===== src/rtl/lpf_sweep_sequencer.sv =====
// Stepped-frequency sweep sequencer for the 3-stage LPF chain: program FTW, settle, sample, emit.
// Optional LPF_SWEEP_AVG_EN: four conversions per point, averaged into res_data.
module lpf_sweep_sequencer #(
    parameter int FTW_W    = 24,
    parameter int NPTS_W   = 8,
    parameter int SETTLE_W = 16,
    parameter int DATA_W   = 16
) (
    input  logic                clk,
    input  logic                nreset,
    input  logic                start,
    input  logic                abort,
    input  logic [FTW_W-1:0]    cfg_ftw_start,
    input  logic [FTW_W-1:0]    cfg_ftw_step,
    input  logic [NPTS_W-1:0]   cfg_npts,
    input  logic [SETTLE_W-1:0] cfg_settle,
    output logic [FTW_W-1:0]    ftw,
    output logic                src_en,
    output logic                adc_req,
    input  logic                adc_ack,
    input  logic [DATA_W-1:0]   adc_data,
    output logic                res_valid,
    input  logic                res_ready,
    output logic [NPTS_W-1:0]   res_index,
    output logic [DATA_W-1:0]   res_data,
    output logic                busy,
    output logic                done,
    output logic                err_ovf
);

    typedef enum logic [2:0] {
        S_IDLE, S_LOAD, S_SETTLE, S_SAMPLE, S_EMIT, S_NEXT
    } state_t;

    state_t              state_q, state_d;
    logic [FTW_W-1:0]    ftw_q, ftw_d;
    logic [FTW_W-1:0]    ftw_start_q, ftw_start_d;
    logic [FTW_W-1:0]    step_q, step_d;
    logic [NPTS_W-1:0]   npts_q, npts_d;
    logic [NPTS_W-1:0]   index_q, index_d;
    logic [SETTLE_W-1:0] settle_cfg_q, settle_cfg_d;
    logic [SETTLE_W-1:0] settle_q, settle_d;
    logic [DATA_W-1:0]   res_data_q, res_data_d;
    logic                src_en_q, src_en_d;
    logic                adc_req_q, adc_req_d;
    logic                res_valid_q, res_valid_d;
    logic                done_q, done_d;
    logic                err_ovf_q, err_ovf_d;
    logic [FTW_W:0]      ftw_sum;

`ifdef LPF_SWEEP_AVG_EN
    logic [DATA_W+1:0]   acc_q, acc_d;
    logic [DATA_W+1:0]   acc_sum;
    logic [1:0]          cnv_q, cnv_d;

    assign acc_sum = acc_q + {2'b00, adc_data};
`endif

    // Top bit of the widened sum is the wrap indication for err_ovf.
    assign ftw_sum = {1'b0, ftw_q} + {1'b0, step_q};

    always_comb begin
        state_d      = state_q;
        ftw_d        = ftw_q;
        ftw_start_d  = ftw_start_q;
        step_d       = step_q;
        npts_d       = npts_q;
        index_d      = index_q;
        settle_cfg_d = settle_cfg_q;
        settle_d     = settle_q;
        res_data_d   = res_data_q;
        src_en_d     = src_en_q;
        adc_req_d    = adc_req_q;
        res_valid_d  = res_valid_q;
        done_d       = 1'b0;
        err_ovf_d    = err_ovf_q;
`ifdef LPF_SWEEP_AVG_EN
        acc_d        = acc_q;
        cnv_d        = cnv_q;
`endif
        if (abort) begin
            state_d     = S_IDLE;
            src_en_d    = 1'b0;
            adc_req_d   = 1'b0;
            res_valid_d = 1'b0;
        end else begin
            case (state_q)
                S_IDLE: begin
                    if (start) begin
                        if (cfg_npts != '0) begin
                            ftw_start_d  = cfg_ftw_start;
                            step_d       = cfg_ftw_step;
                            npts_d       = cfg_npts;
                            settle_cfg_d = cfg_settle;
                            err_ovf_d    = 1'b0;
                            state_d      = S_LOAD;
                        end else begin
                            done_d = 1'b1;
                        end
                    end
                end
                S_LOAD: begin
                    ftw_d    = ftw_start_q;
                    index_d  = '0;
                    src_en_d = 1'b1;
                    settle_d = settle_cfg_q;
                    state_d  = S_SETTLE;
                end
                S_SETTLE: begin
                    if (settle_q == '0) begin
                        state_d   = S_SAMPLE;
                        adc_req_d = 1'b1;
`ifdef LPF_SWEEP_AVG_EN
                        acc_d     = '0;
                        cnv_d     = '0;
`endif
                    end else begin
                        settle_d = settle_q - SETTLE_W'(1);
                    end
                end
                S_SAMPLE: begin
`ifdef LPF_SWEEP_AVG_EN
                    // The one-cycle request gap between conversions falls out of
                    // re-raising adc_req only when it was low the previous cycle.
                    if (adc_req_q && adc_ack) begin
                        adc_req_d = 1'b0;
                        acc_d     = acc_sum;
                        if (cnv_q == 2'd3) begin
                            res_data_d  = acc_sum[DATA_W+1:2];
                            res_valid_d = 1'b1;
                            state_d     = S_EMIT;
                        end else begin
                            cnv_d = cnv_q + 2'd1;
                        end
                    end else if (!adc_req_q) begin
                        adc_req_d = 1'b1;
                    end
`else
                    if (adc_req_q && adc_ack) begin
                        res_data_d  = adc_data;
                        adc_req_d   = 1'b0;
                        res_valid_d = 1'b1;
                        state_d     = S_EMIT;
                    end
`endif
                end
                S_EMIT: begin
                    if (res_ready) begin
                        res_valid_d = 1'b0;
                        if (index_q == npts_q - NPTS_W'(1)) begin
                            state_d  = S_IDLE;
                            done_d   = 1'b1;
                            src_en_d = 1'b0;
                        end else begin
                            state_d = S_NEXT;
                        end
                    end
                end
                S_NEXT: begin
                    ftw_d    = ftw_sum[FTW_W-1:0];
                    if (ftw_sum[FTW_W]) err_ovf_d = 1'b1;
                    index_d  = index_q + NPTS_W'(1);
                    settle_d = settle_cfg_q;
                    state_d  = S_SETTLE;
                end
                default: state_d = S_IDLE;
            endcase
        end
    end

    always_ff @(posedge clk or negedge nreset) begin
        if (!nreset) begin
            state_q      <= S_IDLE;
            ftw_q        <= '0;
            ftw_start_q  <= '0;
            step_q       <= '0;
            npts_q       <= '0;
            index_q      <= '0;
            settle_cfg_q <= '0;
            settle_q     <= '0;
            res_data_q   <= '0;
            src_en_q     <= 1'b0;
            adc_req_q    <= 1'b0;
            res_valid_q  <= 1'b0;
            done_q       <= 1'b0;
            err_ovf_q    <= 1'b0;
`ifdef LPF_SWEEP_AVG_EN
            acc_q        <= '0;
            cnv_q        <= '0;
`endif
        end else begin
            state_q      <= state_d;
            ftw_q        <= ftw_d;
            ftw_start_q  <= ftw_start_d;
            step_q       <= step_d;
            npts_q       <= npts_d;
            index_q      <= index_d;
            settle_cfg_q <= settle_cfg_d;
            settle_q     <= settle_d;
            res_data_q   <= res_data_d;
            src_en_q     <= src_en_d;
            adc_req_q    <= adc_req_d;
            res_valid_q  <= res_valid_d;
            done_q       <= done_d;
            err_ovf_q    <= err_ovf_d;
`ifdef LPF_SWEEP_AVG_EN
            acc_q        <= acc_d;
            cnv_q        <= cnv_d;
`endif
        end
    end

    assign ftw       = ftw_q;
    assign src_en    = src_en_q;
    assign adc_req   = adc_req_q;
    assign res_valid = res_valid_q;
    assign res_index = index_q;
    assign res_data  = res_data_q;
    assign busy      = (state_q != S_IDLE);
    assign done      = done_q;
    assign err_ovf   = err_ovf_q;

endmodule


===== config.mk =====
export PLATFORM = sky130hd
export DESIGN_NAME = lpf_sweep_sequencer
export DESIGN_NICKNAME = d
export VERILOG_FILES = /design/src/rtl/lpf_sweep_sequencer.sv
export SDC_FILE = /design/constraint.sdc
export NUM_CORES = 1
export LEC_CHECK = 0
export CAP_MARGIN = 20
export CORE_MARGIN = 5
export CORE_UTILIZATION = 55
export DETAILED_ROUTE_END_ITERATION = 8
export MAX_ROUTING_LAYER = met4
export PLACE_DENSITY = 0.84
export SYNTH_ARGS = -nofsm -noshare
export SYNTH_HDL_FRONTEND = slang
export SYNTH_SLANG_ARGS = --single-unit

===== constraint.sdc =====
create_clock -name clk -period 4.6 [get_ports clk]
set_input_delay 0.92 -clock clk [delete_from_list [all_inputs] [get_ports clk]]
set_output_delay 0.92 -clock clk [all_outputs]
set_load 0.01 [all_outputs]

==> Yosys cells after proc, flatten, opt, wreduce, memory -nomap -nowiden <==
Index checks and enable logic that the tools add are counted.
{ "classes": {"n_addsub": 4, "n_eq_ne": 16, "n_mux": 34, "bitwise": 1, "reduce_logical": 21} }
{ "ops": {"columns": ["cell", "n"], "rows": [
  ["$pmux 24 s2", 1],
  ["$pmux 16 s2", 1],
  ["$add 24x24->25", 1],
  ["$mux 3", 7],
  ["$ne 3x3->1 const B", 6],
  ["$mux 1", 17],
  ["$logic_not 16->1", 1],
  ["$mux 16", 1],
  ["$pmux 8 s2", 1],
  ["$sub 16x1->16 const B", 1],
  ["$pmux 3 s5", 1],
  ["$reduce_and 3->1", 5],
  ["$reduce_bool 3->1", 4],
  ["$pmux 1 s2", 5],
  ["$reduce_and 5->1", 2],
  ["$add 8x1->8 const B", 1],
  ["$eq 8x8->1", 1],
  ["$ne 2x2->1 const B", 4],
  ["$reduce_bool 8->1", 1],
  ["$sub 8x1->8 const B", 1],
  ["$eq 3x2->1 const B", 2],
  ["$eq 3x3->1 const B", 2],
  ["$reduce_bool 2->1", 3],
  ["$reduce_and 4->1", 1],
  ["6 further kinds", 6]
]} }
{ "totals": {"regBits": 144, "inputBits": 94, "out_inout_bits": 54} }

==> Logic depth before layout (Yosys ltp) <==
{ "logic_depth": {"word_depth": 6, "ltp_mapped": 10, "mapped_depth_nobuf": 8} }

==> Worst setup path after synthesis <==
Ideal clock, no wire load.
{ "synth_path": {"path_type": "in2reg", "startpoint": "input cfg_npts[5]", "endpoint": "register ftw_start_q[0]", "setup_ns": 0.125, "arrival_ns": 2.429, "required_ns": 4.475, "slack_ns": 2.046, "stages": 6, "path_buffers": 2, "path_cell_list": "or4_1 -> o21ai_0 -> nor4_1 -> clkbuf_1 -> buf_2 -> mux2_2"} }
{ "synth_between": {"elab_chain_cells": 2} }
{ "synth_lines": {"columns": ["element", "line_no", "text"], "rows": [
  ["start, declared", "15", "input logic [NPTS_W-1:0] cfg_npts,"],
  ["$reduce_bool 8->1", "90", "if (cfg_npts != '0) begin"],
  ["$reduce_and 4->1 (no line)", null, null],
  ["end signal, assigned", "194", "ftw_start_q <= ftw_start_d;"],
  ["end, declared", "37", "logic [FTW_W-1:0] ftw_start_q, ftw_start_d;"]
]} }
Every way passes these cells.
A chain may end at the register's enable or synchronous reset.

==> Final worst setup path <==
{ "layout_path": {"startpoint": "register state_q[2]", "endpoint": "output busy"} }
{ "layout_between": {"elab_chain_cells": 1} }
{ "layout_lines": {"columns": ["element", "line_no", "text"], "rows": [
  ["start, declared", "35", "state_t state_q, state_d;"],
  ["start signal, assigned", "192", "state_q <= state_d;"],
  ["$reduce_bool 3->1", "219", "assign busy = (state_q != S_IDLE);"],
  ["end, declared", "26", "output logic busy,"]
]} }
Every way passes these cells.

==> flow_summary.ini <==
[clock_network]
clock_tree.root_cell = sky130_fd_sc_hd__clkbuf_16
cts-buffers-inserted = 17
cts_buffer_depth = 2
worst_skew_pair.late_latency_ns = 0.43
cts_tree = done
cts_hold_buffers = 0
clkSinkCount = 144
htree_num_levels = 4
post_cts_setup_repair_buffer_count = 0
gates_resized_cts_repair = 0
cts.clk_slew.worst_paths_ns = 0.06

[synth]
count_of_state_elements_after_synthesis = 144
synth.yosys.seq_area_share = 0.460
yosys-top-cells-count = 144 x sky130_fd_sc_hd__dfrtp_1, 86 x sky130_fd_sc_hd__mux2_2, 66 x sky130_fd_sc_hd__o21ai_0
yosys-top-cells-area = sky130_fd_sc_hd__dfrtp_1 46%, sky130_fd_sc_hd__mux2_2 12%, sky130_fd_sc_hd__ha_1 4.3%, sky130_fd_sc_hd__o21ai_0 4.2%, sky130_fd_sc_hd__a21oi_1 3.7%
post_syn_area_per_cell_um2 = 10.3
postSynth.topFlopCell = sky130_fd_sc_hd__dfrtp_1
synth_top_cell_by_area = sky130_fd_sc_hd__dfrtp_1
yosysUniqueCellTypes = 72
yosys_warnings = 0
post_synth_inst_count = 759
synth_nets = 881
synth_top_area_share = 0.460
synth.most_common_cell = sky130_fd_sc_hd__dfrtp_1
synth_async_sr_flop_share = 1.00
synth.cell_area_mm2 = 0.00783
synth_edf_count = 0

[power]
peakVddDrop_v = 0.000353
internal_power_mw = 4.14
power_switching_share = 0.390
pwr-share-clk = 0.212
leakagePower_nw = 4.17
switchingPower_mw = 2.65
fin_total_pwr_mw = 6.79
power.share.sequential = 0.323
power.combinational.fraction = 0.465
p_per_area_mw_per_mm2 = 677

[cells_and_area]
final_core_util = 0.720
final_net_count = 1014
drive_above_1_share = 0.152
diodes = 0
area_delta_synth_final_pct = 28.1

[timing]
unrepaired_setup_endpoints_after_global_routing = no
number_of_failing_setup_endpoints_in_the_final_timing_report = 0
relSlewSlack = 0.366
fin_crit_sh = 0.646
achievable-frequency_ghz = 0.336
timing.clock.skew_ns = 0.00721
setup_ws_ns = 1.63
fin_setup_tns_ns = 0
slew_at_the_pin_closest_to_its_max_slew_limit_ns = 0.951
fin_hold_ws_ns = 0.504
timing.final.crit_period_ns = 2.97
slew_violations = 0
report.final.hold_viol_count = 0

[floorplanning]
floorplan.die_area_mm2 = 0.0167
ioPinCount = 148
die-height_um = 129
core-area_mm2 = 0.0139
start_util = 0.562
rows = 43
dieWidth_um = 129

[routing]
antenna_left = 0
dr.pass1.iters = 5
initialDrtViolationCount = 614
wire_per_inst_um = 18.2
wl_mm = 19.7
ratio_of_routed_vias_to_standard_cells = 5.96
drt_drc_violations_left = 0
route.vias.total = 6470

[global_route]
grt_pass1_vias = 6294
gr-total-overflow = 0
grt_antenna_before_repair = 0
grt_start_max_net_pins = 85
groute.usage.overall = 0.246
grt_pass1_wl_mm = 31.6

[setup_path]
arrival_ns = 2.05
critPathMaxStageDelay_ns = 0.68
path_max_fanout = 22
worstSetupPathType = reg -> out
worstPathRequired_ns = 3.68
worst_setup_path_end_kind = output pin
critical-path-slowest-cell = sky130_fd_sc_hd__dfrtp_1
critPathLaunchType = flop
sequence_of_cells_on_the_critical_path = or3_1 -> clkdlybuf4s50_1

[outcome]
outcome = completed

[worst_hold_path]
worst_hold_path_type = reg -> reg

[run]
cap_violations = 0

[placement]
gp_congestion = 0.909
post-place-ws_ns = 1.31
buffer_ports.inserted = 147
placed_wire_length_estimate_mm = 13.7
==> critical path, delay by kind of cell (launching register included) <==
| kind | cells | cell delay [ns] |
|---|---|---|
| buf+inv | 1 | 0.50 |
| flops | 1 | 0.68 |
| simple gates | 1 | 0.45 |
==> sequential cells by signal, summed over array words and instances (netlist names) <==
| signal | count |
|---|---|
| ftw_start_q | 24 |
| adc_req | 1 |
| src_en | 1 |
| state_q | 3 |
| done | 1 |
| res_valid | 1 |
| settle_cfg_q | 16 |
| step_q | 24 |
| settle_q | 16 |
| npts_q | 8 |
| res_data | 16 |
| err_ovf | 1 |
| ftw | 24 |
| res_index | 8 |
==> area by class of cell <==
| type | instances | area, um^2 |
|---|---|---|
| well taps | 180 | 225 |
| clock inverters | 14 | 180 |
| flip-flops and latches | 144 | 3600 |
| fillers | 1017 | 3900 |
| inverters | 16 | 60.1 |
| multi-input cells | 559 | 4000 |
| clock buffers | 18 | 439 |
| repair buffers | 154 | 1530 |
==> per-stage QoR <==
step / instance area [um^2] / instances
after floorplan: 7830 / 759
after global placement: 9410 / 1053
after detailed placement: 9410 / 1053
after CTS: 10000 / 1085
after global routing: 10000 / 1085
final: 10000 / 1085
==> cell families after synthesis <==
group	count (synthesis)	synth area share
muxes	97	0.138
xor gates and xnor gates	26	0.0291
AOI/OAI and AO/OA	208	0.170
adders and majority gates	28	0.0457
DFF	144	0.460
and+or+nand+nor	200	0.127
buffers and inverters	56	0.0301
==> power by group through the flow <==
stage	logic [mW]	registers, mW	clock network [mW]
6_report	3.16	2.19	1.44
3_5_place_dp	3.10	2.20	0
5_1_grt	3.47	2.26	1.52
2_1_floorplan	2.29	2.10	0
3_3_place_gp	3.01	2.18	0
4_1_cts	3.14	2.19	1.46
==> cell usage in the layout (no fill, tap or decap), types with 7 or more instances in the layout <==
master                            instances
sky130_fd_sc_hd__nor2_1                  50
sky130_fd_sc_hd__buf_4                    7
sky130_fd_sc_hd__nand3_1                 13
sky130_fd_sc_hd__clkbuf_16               17
sky130_fd_sc_hd__o21ai_0                 66
sky130_fd_sc_hd__and3_1                   8
sky130_fd_sc_hd__nor3b_1                 10
sky130_fd_sc_hd__or3_1                    9
sky130_fd_sc_hd__a21o_1                   7
sky130_fd_sc_hd__clkdlybuf4s50_1        146
sky130_fd_sc_hd__xnor2_1                 24
sky130_fd_sc_hd__a21oi_1                 58
sky130_fd_sc_hd__ha_1                    27
sky130_fd_sc_hd__inv_1                   16
sky130_fd_sc_hd__a211oi_1                 9
sky130_fd_sc_hd__nor4_1                   7
sky130_fd_sc_hd__dfrtp_1                144
sky130_fd_sc_hd__mux2_2                  86
sky130_fd_sc_hd__mux2i_1                 11
sky130_fd_sc_hd__nor3_1                  20
sky130_fd_sc_hd__nand2_1                 53
==> final timing paths <==
path,to,start,cells after the start,slack [ns]
worst max-delay path,busy,state_q[2],2,1.63
worst min-delay path,res_data[12],res_data[12],1,0.50
worst max register to register,ftw[18],ftw[0],8,1.72
worst min register to register,res_data[12],res_data[12],1,0.50
max in group asynchronous,settle_q[1],nreset,2,3.14
min in group asynchronous,npts_q[1],nreset,1,0.55
==> layer usage <==
layer | GRT usage | share of wire | vias to the layer above
met2 | 0.413 | 0.51 | 190
li1 | - | - | 3052
met1 | 0.302 | 0.42 | 3203
met4 | 0.0661 | 0.013 | 0
met5 | - | 0 | -
met3 | 0.0556 | 0.062 | 25
Power figures use the tool's default switching activity.
